--- config.mk ---
export PLATFORM = sky130hd
export DESIGN_NAME = muldiv_hilo_flat
export DESIGN_NICKNAME = d
export VERILOG_FILES = /design/src/rtl/muldiv_hilo_if.sv /design/src/rtl/muldiv_hilo.sv /design/src/flat_wrapper.sv
export SDC_FILE = /design/constraint.sdc
export NUM_CORES = 1
export LEC_CHECK = 0
export BUFFER_PORTS_ARGS = -buffer_cell sky130_fd_sc_hd__buf_4
export CAP_MARGIN = 20
export CORE_AREA = 10 10 269 194
export CTS_BUF_LIST = sky130_fd_sc_hd__clkbuf_8
export CTS_CLUSTER_DIAMETER = 30
export DETAILED_ROUTE_END_ITERATION = 16
export DIE_AREA = 0 0 279 204
export PLACE_DENSITY_LB_ADDON = 0.05
export SYNTH_ARGS = -nofsm -noshare
export SYNTH_HDL_FRONTEND = slang
export SYNTH_SLANG_ARGS = --single-unit
--- constraint.sdc ---
create_clock -name clock -period 4.4 [get_ports clock]
set_input_delay 0.22 -clock clock [delete_from_list [all_inputs] [get_ports clock]]
set_output_delay 0.22 -clock clock [all_outputs]
set_load 0.1 [all_outputs]
--- src/rtl/muldiv_hilo_if.sv ---
// Bus between the control/regfile side and the multiply/divide unit.
//   start, op, operandA, operandB, mthi, mtlo : requests from the control unit
//   readHi, readLo                            : HI/LO register contents
//   busy, done, divByZero                     : completion handshake
interface muldiv_hilo_if #(
  parameter int unsigned WIDTH = 32
);
  logic             start;
  logic [1:0]       op;
  logic [WIDTH-1:0] operandA;
  logic [WIDTH-1:0] operandB;
  logic             mthi;
  logic             mtlo;
  logic [WIDTH-1:0] readHi;
  logic [WIDTH-1:0] readLo;
  logic             busy;
  logic             done;
  logic             divByZero;

  modport master (
    output start, op, operandA, operandB, mthi, mtlo,
    input  readHi, readLo, busy, done, divByZero
  );

  modport slave (
    input  start, op, operandA, operandB, mthi, mtlo,
    output readHi, readLo, busy, done, divByZero
  );
endinterface

--- src/rtl/muldiv_hilo.sv ---
// Iterative multiply/divide unit with HI/LO result registers.
// One shift-add (multiply) or restoring-subtract (divide) step per clock,
// then a FIX cycle that applies sign correction and writes HI/LO.
// Latency is WIDTH+1 cycles from the accepting edge to valid HI/LO.
//
// Ports:
//   clock     : rising-edge clock
//   reset     : asynchronous active-low reset
//   bus       : muldiv_hilo_if.slave (start/op/operands/mthi/mtlo in,
//               readHi/readLo/busy/done/divByZero out, all registered)
//
// Build option:
//   MULDIV_SIGNED_EN : when defined, op[0]=1 selects signed mult/div.
//                      When undefined, op[0] is ignored and all ops are unsigned.
module muldiv_hilo #(
  parameter int unsigned WIDTH = 32
) (
  input  logic          clock,
  input  logic          reset,
  muldiv_hilo_if.slave  bus
);

  localparam int unsigned CW = (WIDTH > 1) ? $clog2(WIDTH) : 1;
  localparam logic [CW-1:0] LAST = CW'(WIDTH - 1);

  typedef enum logic [1:0] {IDLE, MUL, DIV, FIX} state_t;

  state_t             state, state_nxt;
  logic [CW-1:0]      cnt, cnt_nxt;
  logic [2*WIDTH-1:0] acc, acc_nxt;      // MUL: {partial hi, multiplier}; DIV: {rem, quo}
  logic [WIDTH-1:0]   opnd, opnd_nxt;    // multiplicand or divisor magnitude
  logic [WIDTH-1:0]   a_raw, a_raw_nxt;  // unmodified dividend for divide-by-zero result
  logic               is_div, is_div_nxt;
  logic [WIDTH-1:0]   hi, hi_nxt;
  logic [WIDTH-1:0]   lo, lo_nxt;
  logic               busy, busy_nxt;
  logic               done, done_nxt;
  logic               dbz, dbz_nxt;

  logic [WIDTH-1:0]   mag_a_c, mag_b_c;
  logic [WIDTH:0]     mul_sum_c;
  logic [WIDTH:0]     div_shift_c;
  logic [WIDTH:0]     div_diff_c;
  logic [WIDTH-1:0]   fix_hi_c, fix_lo_c;
  logic               fix_dbz_c;
  logic               accept_c;

  assign accept_c = (state == IDLE) && bus.start;

`ifdef MULDIV_SIGNED_EN
  logic sign_a_c, sign_b_c;
  logic neg_q, neg_r;

  // Signed ops run on magnitudes; signs are remembered for FIX.
  always_comb begin
    sign_a_c = bus.op[0] & bus.operandA[WIDTH-1];
    sign_b_c = bus.op[0] & bus.operandB[WIDTH-1];
    mag_a_c  = sign_a_c ? -bus.operandA : bus.operandA;
    mag_b_c  = sign_b_c ? -bus.operandB : bus.operandB;
  end

  // neg_q: result (product/quotient) negative; neg_r: remainder follows dividend.
  always_ff @(posedge clock or negedge reset) begin
    if (!reset) begin
      neg_q <= 1'b0;
      neg_r <= 1'b0;
    end else if (accept_c) begin
      neg_q <= sign_a_c ^ sign_b_c;
      neg_r <= sign_a_c;
    end
  end
`else
  logic unused_op0;
  assign unused_op0 = bus.op[0];
  assign mag_a_c    = bus.operandA;
  assign mag_b_c    = bus.operandB;
`endif

  // Single-step datapath for both iterative algorithms.
  always_comb begin
    mul_sum_c   = {1'b0, acc[2*WIDTH-1:WIDTH]} + {1'b0, opnd};
    div_shift_c = {acc[2*WIDTH-1:WIDTH], acc[WIDTH-1]};
    div_diff_c  = div_shift_c - {1'b0, opnd};
  end

  // Final result selection for the FIX cycle.
  always_comb begin
    fix_hi_c  = acc[2*WIDTH-1:WIDTH];
    fix_lo_c  = acc[WIDTH-1:0];
    fix_dbz_c = 1'b0;
`ifdef MULDIV_SIGNED_EN
    if (!is_div) begin
      if (neg_q) {fix_hi_c, fix_lo_c} = -acc;
    end else begin
      if (neg_q) fix_lo_c = -acc[WIDTH-1:0];
      if (neg_r) fix_hi_c = -acc[2*WIDTH-1:WIDTH];
    end
`endif
    // Divide by zero overrides any sign handling.
    if (is_div && (opnd == '0)) begin
      fix_hi_c  = a_raw;
      fix_lo_c  = '1;
      fix_dbz_c = 1'b1;
    end
  end

  // Next-state and next-register logic.
  always_comb begin
    state_nxt  = state;
    cnt_nxt    = cnt;
    acc_nxt    = acc;
    opnd_nxt   = opnd;
    a_raw_nxt  = a_raw;
    is_div_nxt = is_div;
    hi_nxt     = hi;
    lo_nxt     = lo;
    busy_nxt   = busy;
    done_nxt   = 1'b0;
    dbz_nxt    = 1'b0;

    case (state)
      IDLE: begin
        if (bus.start) begin
          is_div_nxt = bus.op[1];
          a_raw_nxt  = bus.operandA;
          cnt_nxt    = '0;
          busy_nxt   = 1'b1;
          if (bus.op[1]) begin
            state_nxt = DIV;
            acc_nxt   = {{WIDTH{1'b0}}, mag_a_c};
            opnd_nxt  = mag_b_c;
          end else begin
            state_nxt = MUL;
            acc_nxt   = {{WIDTH{1'b0}}, mag_b_c};
            opnd_nxt  = mag_a_c;
          end
        end else begin
          if (bus.mthi) hi_nxt = bus.operandA;
          if (bus.mtlo) lo_nxt = bus.operandA;
        end
      end

      MUL: begin
        if (acc[0]) acc_nxt = {mul_sum_c, acc[WIDTH-1:1]};
        else        acc_nxt = {1'b0, acc[2*WIDTH-1:1]};
        cnt_nxt = cnt + CW'(1);
        if (cnt == LAST) state_nxt = FIX;
      end

      DIV: begin
        // A clear borrow bit means the trial subtraction fits.
        if (!div_diff_c[WIDTH]) acc_nxt = {div_diff_c[WIDTH-1:0], acc[WIDTH-2:0], 1'b1};
        else                    acc_nxt = {div_shift_c[WIDTH-1:0], acc[WIDTH-2:0], 1'b0};
        cnt_nxt = cnt + CW'(1);
        if (cnt == LAST) state_nxt = FIX;
      end

      FIX: begin
        hi_nxt    = fix_hi_c;
        lo_nxt    = fix_lo_c;
        dbz_nxt   = fix_dbz_c;
        done_nxt  = 1'b1;
        busy_nxt  = 1'b0;
        state_nxt = IDLE;
      end

      default: state_nxt = IDLE;
    endcase
  end

  // State and datapath registers.
  always_ff @(posedge clock or negedge reset) begin
    if (!reset) begin
      state  <= IDLE;
      cnt    <= '0;
      acc    <= '0;
      opnd   <= '0;
      a_raw  <= '0;
      is_div <= 1'b0;
      hi     <= '0;
      lo     <= '0;
      busy   <= 1'b0;
      done   <= 1'b0;
      dbz    <= 1'b0;
    end else begin
      state  <= state_nxt;
      cnt    <= cnt_nxt;
      acc    <= acc_nxt;
      opnd   <= opnd_nxt;
      a_raw  <= a_raw_nxt;
      is_div <= is_div_nxt;
      hi     <= hi_nxt;
      lo     <= lo_nxt;
      busy   <= busy_nxt;
      done   <= done_nxt;
      dbz    <= dbz_nxt;
    end
  end

  assign bus.readHi    = hi;
  assign bus.readLo    = lo;
  assign bus.busy      = busy;
  assign bus.done      = done;
  assign bus.divByZero = dbz;

endmodule

--- src/flat_wrapper.sv ---
// flat-port wrapper written by rule: the top's interface ports become plain ports
module muldiv_hilo_flat 
#(
  parameter int unsigned WIDTH = 32
)
  (clock, reset, bus_start, bus_op, bus_operandA, bus_operandB, bus_mthi, bus_mtlo, bus_readHi, bus_readLo, bus_busy, bus_done, bus_divByZero);
  muldiv_hilo_if #(.WIDTH(WIDTH)) bus_i ();
  input  logic clock;
  input  logic reset;
  input wire logic [$bits(bus_i.start)-1:0] bus_start;
  input wire logic [$bits(bus_i.op)-1:0] bus_op;
  input wire logic [$bits(bus_i.operandA)-1:0] bus_operandA;
  input wire logic [$bits(bus_i.operandB)-1:0] bus_operandB;
  input wire logic [$bits(bus_i.mthi)-1:0] bus_mthi;
  input wire logic [$bits(bus_i.mtlo)-1:0] bus_mtlo;
  output wire logic [$bits(bus_i.readHi)-1:0] bus_readHi;
  output wire logic [$bits(bus_i.readLo)-1:0] bus_readLo;
  output wire logic [$bits(bus_i.busy)-1:0] bus_busy;
  output wire logic [$bits(bus_i.done)-1:0] bus_done;
  output wire logic [$bits(bus_i.divByZero)-1:0] bus_divByZero;
  assign bus_i.start = bus_start;
  assign bus_i.op = bus_op;
  assign bus_i.operandA = bus_operandA;
  assign bus_i.operandB = bus_operandB;
  assign bus_i.mthi = bus_mthi;
  assign bus_i.mtlo = bus_mtlo;
  assign bus_readHi = bus_i.readHi;
  assign bus_readLo = bus_i.readLo;
  assign bus_busy = bus_i.busy;
  assign bus_done = bus_i.done;
  assign bus_divByZero = bus_i.divByZero;
  muldiv_hilo #(.WIDTH(WIDTH)) u_core (.clock(clock), .reset(reset), .bus(bus_i));
endmodule
-- Word-level counts from Yosys, hierarchy flattened
Cells that the tools add are included.
- logic and storage cells: 62
- memory bits (read-only): 0
- input bits: 71
- RAM bits: 0
- memories: 0
- output and inout bits: 67
- latch bits: 0
- register bits: 203
- $mul: 0
- $add $sub $neg: 3
- reduce and logical (&&, ||, !) cells: 14
- shift operators: 0
- div/mod/pow operators: 0
- bitwise gates (word level): 0
- muxes and demuxes: 25
- $lt $le $gt $ge: 0
- eq/ne operators: 9
- operators by type and width (cell ; count):
    32-bit 2-to-1 mux ; 8
    64-bit 2-to-1 mux ; 3
    64-bit case mux with 3 select lines ; 1
    32-bit case mux with 2 select lines ; 2
    32-bit by 32-bit adder with 33-bit output ; 1
    33-bit by 32-bit subtractor with 33-bit output ; 1
    32-bit zero test ; 1
    5-bit case mux with 2 select lines ; 1
    2-bit AND reduction ; 5
    2-bit != test, second input constant ; 4
    2-bit 2-to-1 mux ; 3
    2-bit case mux with 3 select lines ; 1
    3-bit AND reduction ; 2
    5-bit by 1-bit adder with 5-bit output, second input constant ; 1
    5-bit == test, second input constant ; 1
    5-bit 2-to-1 mux ; 1
    2-bit == test, second input constant ; 2
    1-bit 2-to-1 mux ; 4
    2-bit nonzero test ; 2
    3-bit nonzero test ; 1
    2-bit by 1-bit == test with 1-bit output, second input constant ; 1
    2-bit zero test ; 1
    2-bit by 1-bit != test with 1-bit output, second input constant ; 1
    1-bit case mux with 2 select lines ; 1
    2 further kinds ; 2

-- Longest topological paths before layout
Gate-level depths: netlist (run 1).
- depth after elaboration: 4
- depth in mapped cells: 14

-- Worst setup path after synthesis (run 1)
Ideal clock, no wire load.
- kind: flip-flop to flip-flop
- from: register u_core.opnd[0]
- to: register u_core.acc[63]
- path slack: 1259 ps
- required time: 4267 ps
- path buffers: 1
- setup time: 133 ps
- arrival: 3008 ps
- stages on the path, launching flop included: 13
- path through: dfrtp_1 > ha_1 > fa_1 > nand2b_1 > a21oi_1 > o22a_1 > a21oi_1 > o31ai_2 > o311ai_2 > or2_4 > buf_6 > a311oi_1 > o31ai_1
- longest elaborated chain between the ends: 3
- elaborated cells between the ends (all ways): 5
- classes of those cells: 2 x add/sub; 3 x mux
- ends and longest elaborated chain (item ; line ; source):
    from (decl) ; muldiv_hilo.sv:31 ; logic [WIDTH-1:0] opnd, opnd_nxt;
    from (signal assigned) ; muldiv_hilo.sv:189 ; opnd <= opnd_nxt;
    33-bit by 32-bit subtractor with 33-bit output / 32-bit by 32-bit adder with 33-bit output (equally long branches) ; muldiv_hilo.sv:83, muldiv_hilo.sv:81 ;
    64-bit 2-to-1 mux (on tied branches) ; muldiv_hilo.sv:152, muldiv_hilo.sv:144 ;
    64-bit case mux with 3 select lines * ; muldiv_hilo.sv:121 ; case (state)
    to (signal assigned) ; muldiv_hilo.sv:188 ; acc <= acc_nxt;
    to (decl) ; muldiv_hilo.sv:30 ; logic [2*WIDTH-1:0] acc, acc_nxt;
Mark *: on every way between the ends. The rest lies on a longest branch, timed or not.
A chain may end at the register's enable or synchronous reset.

-- Worst setup path after layout (run 1)
- from: register u_core.opnd[0]
- to: register u_core.acc[42]
The elaborated chain is that of the path after synthesis.

==> summary.md, run 1 <==
| Metric | Value |
|---|---|
| Post-DP HPWL | `41,000 µm` |
| Post-synth top flop | `dfrtp_1` |
| Die Y | `204 µm` |
| Clk slew on worst S/H paths | `0.05 ns` |
| Synth area leader | `dfrtp_1` |
| Port Buffers | `136` |
| M1 WL | `27,900 µm` |
| Sw Ratio | `53.7%` |
| Max Slew Vio Count | `0` |
| Yosys cell types | `72` |
| Crit path capture type | `flip-flop` |
| Vias in the first global route | `13,400` |
| Routed met3 length | `2320 µm` |
| DR pass1 iterations | `7` |
| Outcome | `completed` |
| Syn nets | `1,789` |
| FF/Latch Area | `5080 µm²` |
| Design area | `17,600 µm²` |
| Gr ovfl total | `0` |
| Total Routing Usage GR | `19.1%` |
| Maximum clock insertion buffer count | `3` |
| CTS Sinks | `203` |
| P_sw | `0.00859 W` |
| Critical Path RT | `4.86 ns` |
| Synth Warn # | `0` |
| Met2 WL | `24,500 µm` |
| DRC Markers | `0` |
| Vias | `13,200` |
| Total CTS buffers | `53` |
| Final TNS setup | `0 ns` |
| Drt total wl | `55,600 µm` |
| Io pins | `138` |
| Yosys top cell area share | `36.5%` |
| Diodes inserted | `0` |
| Skew-Pair Late Insertion Delay | `0.60 ns` |
| Async set-or-reset flop fraction in the synthesized netlist | `100%` |
| Hold Vio Cnt, Final | `0` |
| Fin crit share | `87.6%` |
| Share of layout cells above drive strength 1 | `18.4%` |
| R2R Setup Slk | `0.54 ns` |
| Final ANT Viol Nets | `0` |
| Max FO, Critical Path | `9` |
| TritonCTS clock tree | `built` |
| Initial Util | `29.6%` |
| Row cnt | `67` |
| Startpoint Class | `flip-flop` |
| Cell Area, Synth | `13,900 µm²` |
| Sequential power share | `22.7%` |
| Final nets | `1,977` |
| Comb power frac | `59.5%` |
| Die area | `56,900 µm²` |
| Crit Path Category | `flip-flop to flip-flop` |
| Clock power frac | `17.8%` |
| HP Class | `input pin to flip-flop` |
| Global-route wire length before repair | `85,000 µm` |
| Slew @ Worst Pin | `1.01 ns` |
| Highest metal used | `met4` |
| CTS H-tree depth | `2` |
| Mean Syn Cell Area | `8.46 µm²` |
| Tmin final | `3.86 ns` |
| Final Wtd Congestion | `0.853` |
| Flops & latches, synth | `203` |
| Initial DRC Count | `990` |
| Arrival time at the worst endpoint | `4.32 ns` |
| Root Driver | `clkbuf_8` |
| DIE WIDTH | `279 µm` |
| Max Clock Skew | `0.0158 ns` |
| Worst VDD drop | `0.000799 V` |
| Post-synthesis sequential area ratio | `36.5%` |
| Number of flops mapped to enable cells by yosys | `0` |
| Largest net degree at the start of global routing | `97` |
| Max_slew headroom | `32.8%` |
| Cell Pwr Density | `910 nW/µm²` |
| Fill count | `4,889` |
| Via-per-instance ratio | `5.29` |
| Largest cells by area after synthesis | `dfrtp_1 36%, o21ai_0 8.7%, nand2_1 7.9%` |
| Cells after Synth | `1,646` |
| Final setup vio count | `0` |
| Antenna violations before repair | `1` |
| Area taken by multi-input logic gates | `8250 µm²` |
| Area after DPL | `15,600 µm²` |
| Peak Freq | `259 MHz` |
| Drt wl/cell | `22.2 µm` |
| RSZ-0062 raised after global routing | `no` |
| Int Power | `0.00739 W` |
| Area growth syn-to-layout | `26.1%` |
| P_leak | `7.76 nW` |
| CTS-repair resized insts | `0` |
| Max-cap viol count | `0` |
| Core Region | `47,100 µm²` |
## cell usage after synthesis (5+ instances only)
cell type and n:
buf_1 9, a22o_1 8, nor4_1 8, xor2_1 19, nor3_1 18, nand3_1 49, nand2_1 292, mux2_2 65
o21ai_0 243, clkbuf_1 89, mux2i_1 58, ha_1 70, a222oi_1 6, inv_1 50, a22oi_1 33, a211oi_1 13
nand2b_1 12, nor2b_1 6, a21o_1 30, nor2_1 50, nand4_1 9, o22ai_1 34, o21bai_1 8, a21oi_1 76
o21a_1 14, dfrtp_1 203, xnor2_1 29, and3_1 11, and2_1 5, o211ai_1 14, o221ai_1 18, a31oi_1 17
## critical path, cell delays in order, from the launching register on
cell	delay [ns]
dfrtp_1	0.42
ha_1	0.25
fa_1	0.42
nand2b_1	0.24
a21oi_1	0.40
o22a_1	0.28
a21oi_1	0.13
o31ai_2	0.26
buf_4	0.21
o311ai_2	0.21
nor2_2	0.23
buf_4	0.28
mux2i_1	0.23
o221ai_1	0.13
## through the flow
step,instances,setup slack [ns],utilization (%),power [W],hold slack (ns)
3_5_place_dp,2334,0.577,33.2,0.0131,0.296
6_report,2499,0.545,37.3,0.0160,0.00794
4_1_cts,2498,0.544,37.2,0.0161,0.00211
2_1_floorplan,1646,1.26,-,0.0103,-0.0756
5_1_grt,2499,0.306,37.3,0.0172,0.0270
3_3_place_gp,2334,0.702,33.2,0.0131,0.296
## sequential cells by signal (all words and copies together), names as in the netlist
register,flops
u_core.bus.busy,1
u_core.bus.divByZero,1
u_core.bus.readHi,32
u_core.bus.readLo,32
u_core.acc,64
u_core.a_raw,32
u_core.bus.done,1
u_core.opnd,32
u_core.cnt,5
u_core.is_div,1
u_core.state,2
## worst paths after layout
kind	to	depth (start not counted)	from
hold reg to reg	u_core.bus.readLo[29]$_DFFE_PN0P_	2	u_core.bus.readLo[29]$_DFFE_PN0P_
hold / removal	u_core.opnd[16]$_DFFE_PN0P_	3	bus_operandB[16]
setup / recovery	u_core.acc[42]$_DFFE_PN0P_	13	u_core.opnd[0]$_DFFE_PN0P_
max in group asynchronous	u_core.bus.readLo[6]$_DFFE_PN0P_	3	reset
setup reg to reg	u_core.acc[42]$_DFFE_PN0P_	13	u_core.opnd[0]$_DFFE_PN0P_
min in group asynchronous	u_core.opnd[26]$_DFFE_PN0P_	2	reset
## what timing repair did
item,CTS,global route
hold endpoints to repair,200,0
setup endpoints to repair,0,0
buffers inserted,0,0
hold buffers,65,0
## placed cells by master, fill, tap and decap left out, drive strengths merged, types with 52 or more instances in the layout
cell type,count
clkbuf,63
dlygate4sd3,65
mux2,65
inv,61
ha,70
o21ai,246
nor2,52
nand2,292
a21oi,77
buf,175
dfrtp,203
mux2i,58
## area by class of cell
class	count	share of cell area, %
multi-input cells	1286	47.0
well taps	621	4.42
inverters	50	1.07
clock buffers	63	4.94
clock inverters	36	2.17
repair buffers	240	11.5
flip-flops and latches	203	28.9
## power groups by stage
stage	clock network (W)	registers, W	logic [W]
final	0.00284	0.00363	0.00951
after global routing	0.00301	0.00374	0.0104
after CTS	0.00291	0.00364	0.00953
after detailed placement	0	0.00366	0.00946
after global placement	0	0.00365	0.00943
after floorplan	0	0.00546	0.00485
## routing by layer
metal / track usage (%) / up-vias
met4: 3.80 / 0
met2: 29.8 / 287
li1: - / 6420
met5: 0 / -
met3: 3.13 / 78
met1: 27.5 / 6438
## cells by family (layout without fill, tap and decap cells)
kind of cell	Yosys count	after routing	synth area share, %
buffers and inverters	157	389	4.48
xor gates and xnor gates	48	48	3.02
and+or+nand+nor	483	483	15.2
muxes	123	123	9.43
adders and majority gates	72	72	6.58
AOI/OAI and AO/OA	560	560	24.8
DFF	203	203	36.5
Note: power is estimated with default switching activity, not from simulation.
==> run 2: changes to the inputs <==
Settings changed: BUFFER_PORTS_ARGS -buffer_cell sky130_fd_sc_hd__buf_4 to unset, DONT_BUFFER_PORTS set to 1, REMOVE_ABC_BUFFERS set to 1.
==> run 2 against run 1 <==
The flow now finishes with violations (negative hold slack). Combinational power shrank 31%. Register-to-register slack lost 0.07 ns. Via count shrank 4.4%. Largest cell class unchanged.
==> summary.md, run 2 (synthesized netlist as in run 1, its figures left out) <==
| Metric | Value |
|---|---|
| Worst VDD drop | `0.000812 V` |
| Port Buffers | `0` |
| Share of layout cells above drive strength 1 | `10.8%` |
| Failing checks | `negative hold slack` |
| Initial DRC Count | `792` |
| Fill count | `4,967` |
| Area growth syn-to-layout | `17.9%` |
| # Post-CTS Setup Buffers | `0` |
| Total CTS buffers | `45` |
| P_leak | `7.02 nW` |
| CTS-repair resized insts | `0` |
| Startpoint Class | `flip-flop` |
| Max-cap viol count | `0` |
| CTS Sinks | `203` |
| Max FO, Critical Path | `20` |
| Reg with most FFs | `u_core.acc` |
| Arrival time at the worst endpoint | `4.41 ns` |
| Hold slack final | `-0.651 ns` |
| Fin crit share | `89.2%` |
| CTS Hold Bufs | `69` |
| TritonCTS clock tree | `built` |
| Commonest cells after routing, fill and taps aside | `290 x nand2_1, 243 x o21ai_0, 203 x dfrtp_1, 76 x a21oi_1, 68 x ha_1` |
| Final nets | `1,830` |
| Core Region | `47,100 µm²` |
| Largest net degree at the start of global routing | `204` |
| Outcome | `complete, but fails checks` |
| Row cnt | `67` |
| Max_slew headroom | `23.1%` |
| Max Slew Vio Count | `0` |
| DRC Markers | `0` |
| CTS H-tree depth | `2` |
| Peak Freq | `255 MHz` |
| Io pins | `138` |
| Cell Pwr Density | `918 nW/µm²` |
| Via-per-instance ratio | `5.39` |
| CP Buf/Inv Count | `3` |
| Slew @ Worst Pin | `1.14 ns` |
| Commonest non-fill, non-tap cell in the layout | `nand2_1` |
| Die area | `56,900 µm²` |
| Drt wl/cell | `22.3 µm` |
| Vias | `12,600` |
| Skew-Pair Late Insertion Delay | `0.58 ns` |
| CP Cell Sequence | `inv_1, ha_1, fa_1, nand2b_1, a21oi_1, o22a_1, a21oi_1, o31ai_2, buf_4, o311ai_2, nor2_2, buf_12, nand2_1, o31ai_1` |
| Crit Path Category | `flip-flop to flip-flop` |
| Post-DP HPWL | `37,200 µm` |
| Final ANT Viol Nets | `0` |
| Tmin final | `3.93 ns` |
| Crit path capture type | `flip-flop` |
| Antenna violations before repair | `3` |
| Vias in the first global route | `12,900` |
| Total Routing Usage GR | `18.0%` |
| DIE WIDTH | `279 µm` |
| Max reg flops | `64` |
| Max stage delay on crit path | `0.53 ns` |
| Final setup vio count | `0` |
| Root Driver | `clkbuf_8` |
| RSZ-0062 raised after global routing | `no` |
| DR pass1 iterations | `5` |
| Cell count after placement | `2,191` |
| Largest delay share family, worst path | `compound AO/OA/AOI/OAI gates` |
| Maximum clock insertion buffer count | `3` |
| Most used cell, CP | `a21oi_1` |
| Hold Vio Cnt, Final | `203` |
| Gr ovfl total | `0` |
| Global-route wire length before repair | `80,900 µm` |
| CP Depth | `14` |
| Initial Util | `29.6%` |
| HP Class | `input pin to asynchronous set/reset pin` |
| Finished Layout Cells | `2,345` |
| Reg2Reg Depth | `14` |
| Max Clock Skew | `0.0233 ns` |
| Clk slew on worst S/H paths | `0.06 ns` |
| Die Y | `204 µm` |
| Drt total wl | `52,300 µm` |
| Critical Path RT | `4.88 ns` |
| Final Wtd Congestion | `0.865` |
| Worst path slowest cell | `dfrtp_1` |
run 2: cell count changes in the layout (fill, tap and decap cells not counted), moves of 2 or more:
cell	previous run	this run
buf_12	2	5
buf_4	171	28
clkbuf_8	63	53
clkinv_2	16	6
dlygate4sd3_1	65	67
inv_1	59	62
run 2: path summary, 6_finish.rpt:
check                                                 from                          to  slack, ns
worst max-delay path            u_core.acc[31]$_DFFE_PN0P_  u_core.acc[63]$_DFFE_PN0P_       0.47
worst min-delay path                                 reset  u_core.acc[56]$_DFFE_PN0P_      -0.65
worst max register to register  u_core.acc[31]$_DFFE_PN0P_  u_core.acc[63]$_DFFE_PN0P_       0.47
worst min register to register   u_core.cnt[4]$_DFFE_PN0P_   u_core.cnt[4]$_DFFE_PN0P_       0.50
max in group asynchronous                            reset  u_core.opnd[1]$_DFFE_PN0P_       4.51
min in group clock                        bus_operandB[31]  u_core.acc[31]$_DFFE_PN0P_       0.05
run 2: layout make-up:
cell class | instances | area, µm² | share of cell area [%]
antenna | 1 | 2.50 | 0.0152
clock buffer | 53 | 729 | 4.44
clock inverter | 30 | 373 | 2.27
inverter | 50 | 188 | 1.14
multi-input combinational | 1286 | 8260 | 50.3
sequential | 203 | 5080 | 30.9
tap | 621 | 777 | 4.73
timing repair buffer | 101 | 1010 | 6.14
run 2: report_power, final:
group | internal, W | total (W) | switching, W
sequential | 0.00270 | 0.00587 | 0.00316
clock | 0.00163 | 0.00261 | 0.000976
combinational | 0.00249 | 0.00660 | 0.00411
run 2: per-layer routing:
layer	track usage, %	up-vias	share of wire, %	wire [µm]
met4	3.25	2	1.3	681
met5	0	-	0.023	12
met2	28.4	300	45	23300
met3	3.89	53	5.4	2800
met1	25.0	6182	49	25400
li1	-	6098	-	-
run 2: through the flow:
| stage | instance area (µm²) | setup WS (ns) | total power (W) | util, % | setup TNS, ns |
|---|---|---|---|---|---|
| after global placement | 14600 | 0.558 | 0.0123 | 30.9 | 0 |
| after detailed placement | 14600 | 0.561 | 0.0124 | 30.9 | 0 |
| after floorplan | 13500 | -0.0589 | 0.0101 | - | -0.0589 |
| after global routing | 16400 | 0.205 | 0.0162 | 34.8 | 0 |
| final | 16400 | 0.473 | 0.0151 | 34.8 | 0 |
| after CTS | 16400 | 0.519 | 0.0152 | 34.8 | 0 |
==> run 3: changes to the inputs <==
Settings changed: GPL_TIMING_DRIVEN set to 0, PLACE_DENSITY set to 0.49, PLACE_DENSITY_LB_ADDON 0.05 to unset.
==> run 3 against run 2 <==
The flow still finishes with violations (negative hold slack). First-iteration DRC count increased by 22%. Utilization decreased by 0.39 points. Fmax is 6.1% lower. Register-to-register slack worse by 0.26 ns. Critical endpoint unchanged. Largest power group unchanged. Highest routed layer is now met4.
==> summary.md, run 3 (synthesized netlist as in run 1, its figures left out) <==
| Metric | Value |
|---|---|
| Outcome | `complete, but fails checks` |
| Slew @ Worst Pin | `1.05 ns` |
| Skew-Pair Late Insertion Delay | `0.59 ns` |
| Sequential power share | `40.1%` |
| Port Buffers | `0` |
| Vias in the first global route | `12,500` |
| Vias | `12,700` |
| Core Region | `47,100 µm²` |
| Critical Path RT | `4.87 ns` |
| Drt wl/cell | `20.8 µm` |
| DIE WIDTH | `279 µm` |
| RSZ-0062 raised after global routing | `no` |
| Initial DRC Count | `969` |
| Cell Pwr Density | `904 nW/µm²` |
| Commonest cells after routing, fill and taps aside | `290 x nand2_1, 243 x o21ai_0, 203 x dfrtp_1, 76 x a21oi_1` |
| CTS Sinks | `203` |
| Startpoint Class | `flip-flop` |
| Arrival time at the worst endpoint | `4.66 ns` |
| # Post-CTS Setup Buffers | `0` |
| Tmin final | `4.18 ns` |
| Max FO, Critical Path | `11` |
| Final ANT Viol Nets | `0` |
| P_leak | `6.83 nW` |
| Via-per-instance ratio | `5.50` |
| Final setup vio count | `0` |
| Die Y | `204 µm` |
| Hold Vio Cnt, Final | `203` |
| Max-cap viol count | `0` |
| Total Routing Usage GR | `16.5%` |
| DR pass1 iterations | `6` |
| Row cnt | `67` |
| Max Clock Skew | `0.0276 ns` |
| Die area | `56,900 µm²` |
| Max_slew headroom | `30.0%` |
| Io pins | `138` |
| Post-DP HPWL | `33,700 µm` |
| Commonest non-fill, non-tap cell in the layout | `nand2_1` |
| Peak Freq | `239 MHz` |
| Place WS | `-0.217 ns` |
| Int Power | `0.00645 W` |
| Fill count | `4,947` |
| TritonCTS clock tree | `built` |
| Gr ovfl total | `0` |
| Largest net degree at the start of global routing | `204` |
| Max Slew Vio Count | `0` |
| Worst setup margin | `0.217 ns` |
| CTS H-tree depth | `2` |
| Area taken by multi-input logic gates | `8310 µm²` |
| P_sw | `0.00822 W` |
| Share of layout cells above drive strength 1 | `10.1%` |
| Area growth syn-to-layout | `16.6%` |
| CTS Hold Bufs | `67` |
| Initial Util | `29.6%` |
| HP Class | `input pin to asynchronous set/reset pin` |
| Clk slew on worst S/H paths | `0.06 ns` |
| Failing checks | `negative hold slack` |
| Total CTS buffers | `43` |
| Crit path capture type | `flip-flop` |
| Antenna violations before repair | `1` |
| Clock power frac | `15.3%` |
| Final nets | `1,809` |
| Final Wtd Congestion | `0.888` |
| Worst VDD drop | `0.000830 V` |
| Hold slack final | `-0.661 ns` |
| Drt total wl | `48,200 µm` |
| Max reg flops | `64` |
| Crit Path Category | `flip-flop to flip-flop` |
| Global-route wire length before repair | `75,700 µm` |
| Comb power frac | `44.6%` |
| Root Driver | `clkbuf_8` |
| FF/Latch Area | `5080 µm²` |
| DRC Markers | `0` |
| Fin crit share | `95.1%` |
| Reg with most FFs | `u_core.acc` |
| Sw Ratio | `56.0%` |
| Maximum clock insertion buffer count | `3` |
run 3: cell types whose count changed in the layout (fill, tap and decap cells not counted), moves of 4 or more:
cell / before / now
clkinv_4: 0 / 5
bufinv_16: 9 / 4
inv_1: 62 / 58
clkinvlp_4: 1 / 7
clkbuf_8: 53 / 48
buf_4: 28 / 4
buf_16: 1 / 6
run 3: what timing repair did:
action | in CTS | in global routing
endpoints found under the hold margin | 364 | 203
cloned | 1 | 0
gates resized for setup | 3 | 4
endpoints found under the setup margin | 10 | 15
pin swaps | 1 | 0
run 3: layer usage:
| layer | share of wire (%) | track usage (%) | up-vias |
|---|---|---|---|
| li1 | - | - | 6058 |
| met2 | 41 | 23.9 | 396 |
| met4 | 1.3 | 2.87 | 0 |
| met1 | 49 | 23.8 | 6236 |
| met3 | 7.8 | 4.88 | 58 |
| met5 | 0 | 0 | - |
run 3: through the flow:
stage               util [%]  instances  total power [W]  TNS (ns)  cell area, µm²
floorplan                  -       1539           0.0101   -0.0589           13500
global placement        30.3       2160           0.0120   -288.51           14300
detailed placement      30.9       2173           0.0122     -1.17           14600
CTS                     34.4       2317           0.0146         0           16200
global route            34.5       2319           0.0158         0           16200
finish                  34.5       2319           0.0147         0           16200
run 3: power groups by stage:
stage	clock (W)	sequential (W)	combinational, W
4_1_cts	0.00228	0.00590	0.00643
3_5_place_dp	0	0.00593	0.00628
2_1_floorplan	0	0.00548	0.00463
5_1_grt	0.00237	0.00601	0.00739
3_3_place_gp	0	0.00592	0.00605
6_report	0.00224	0.00588	0.00655
run 3: worst paths after layout:
path,start,end,slack [ns],cells after the start
setup / recovery,u_core.acc[31]$_DFFE_PN0P_,u_core.acc[63]$_DFFE_PN0P_,0.22,12
hold / removal,reset,u_core.bus.readHi[30]$_DFFE_PN0P_,-0.66,0
setup reg to reg,u_core.acc[31]$_DFFE_PN0P_,u_core.acc[63]$_DFFE_PN0P_,0.22,12
hold reg to reg,u_core.cnt[4]$_DFFE_PN0P_,u_core.cnt[4]$_DFFE_PN0P_,0.50,1
max in group asynchronous,reset,u_core.bus.busy$_DFFE_PN0P_,4.39,0
min in group clock,bus_op[1],u_core.acc[31]$_DFFE_PN0P_,0.02,4
run 3: cell type report:
class / count / area share (%)
antenna: 1 / 0.0154
clock buffer: 48 / 4.07
clock inverter: 28 / 1.67
inverter: 50 / 1.16
multi-input combinational: 1287 / 51.2
sequential: 203 / 31.3
tap: 621 / 4.79
timing repair buffer: 81 / 5.80
run 3: worst max-delay path, stage by stage (launching register included):
cell      delay (ns)
dfrtp_1         0.54
inv_1           0.09
ha_1            0.22
fa_1            0.40
nand2b_1        0.18
a21oi_1         0.27
o22a_1          0.24
a21oi_1         0.15
o31ai_4         0.44
o311ai_4        0.28
nor2_4          0.59
nand2_1         0.33
o31ai_1         0.34
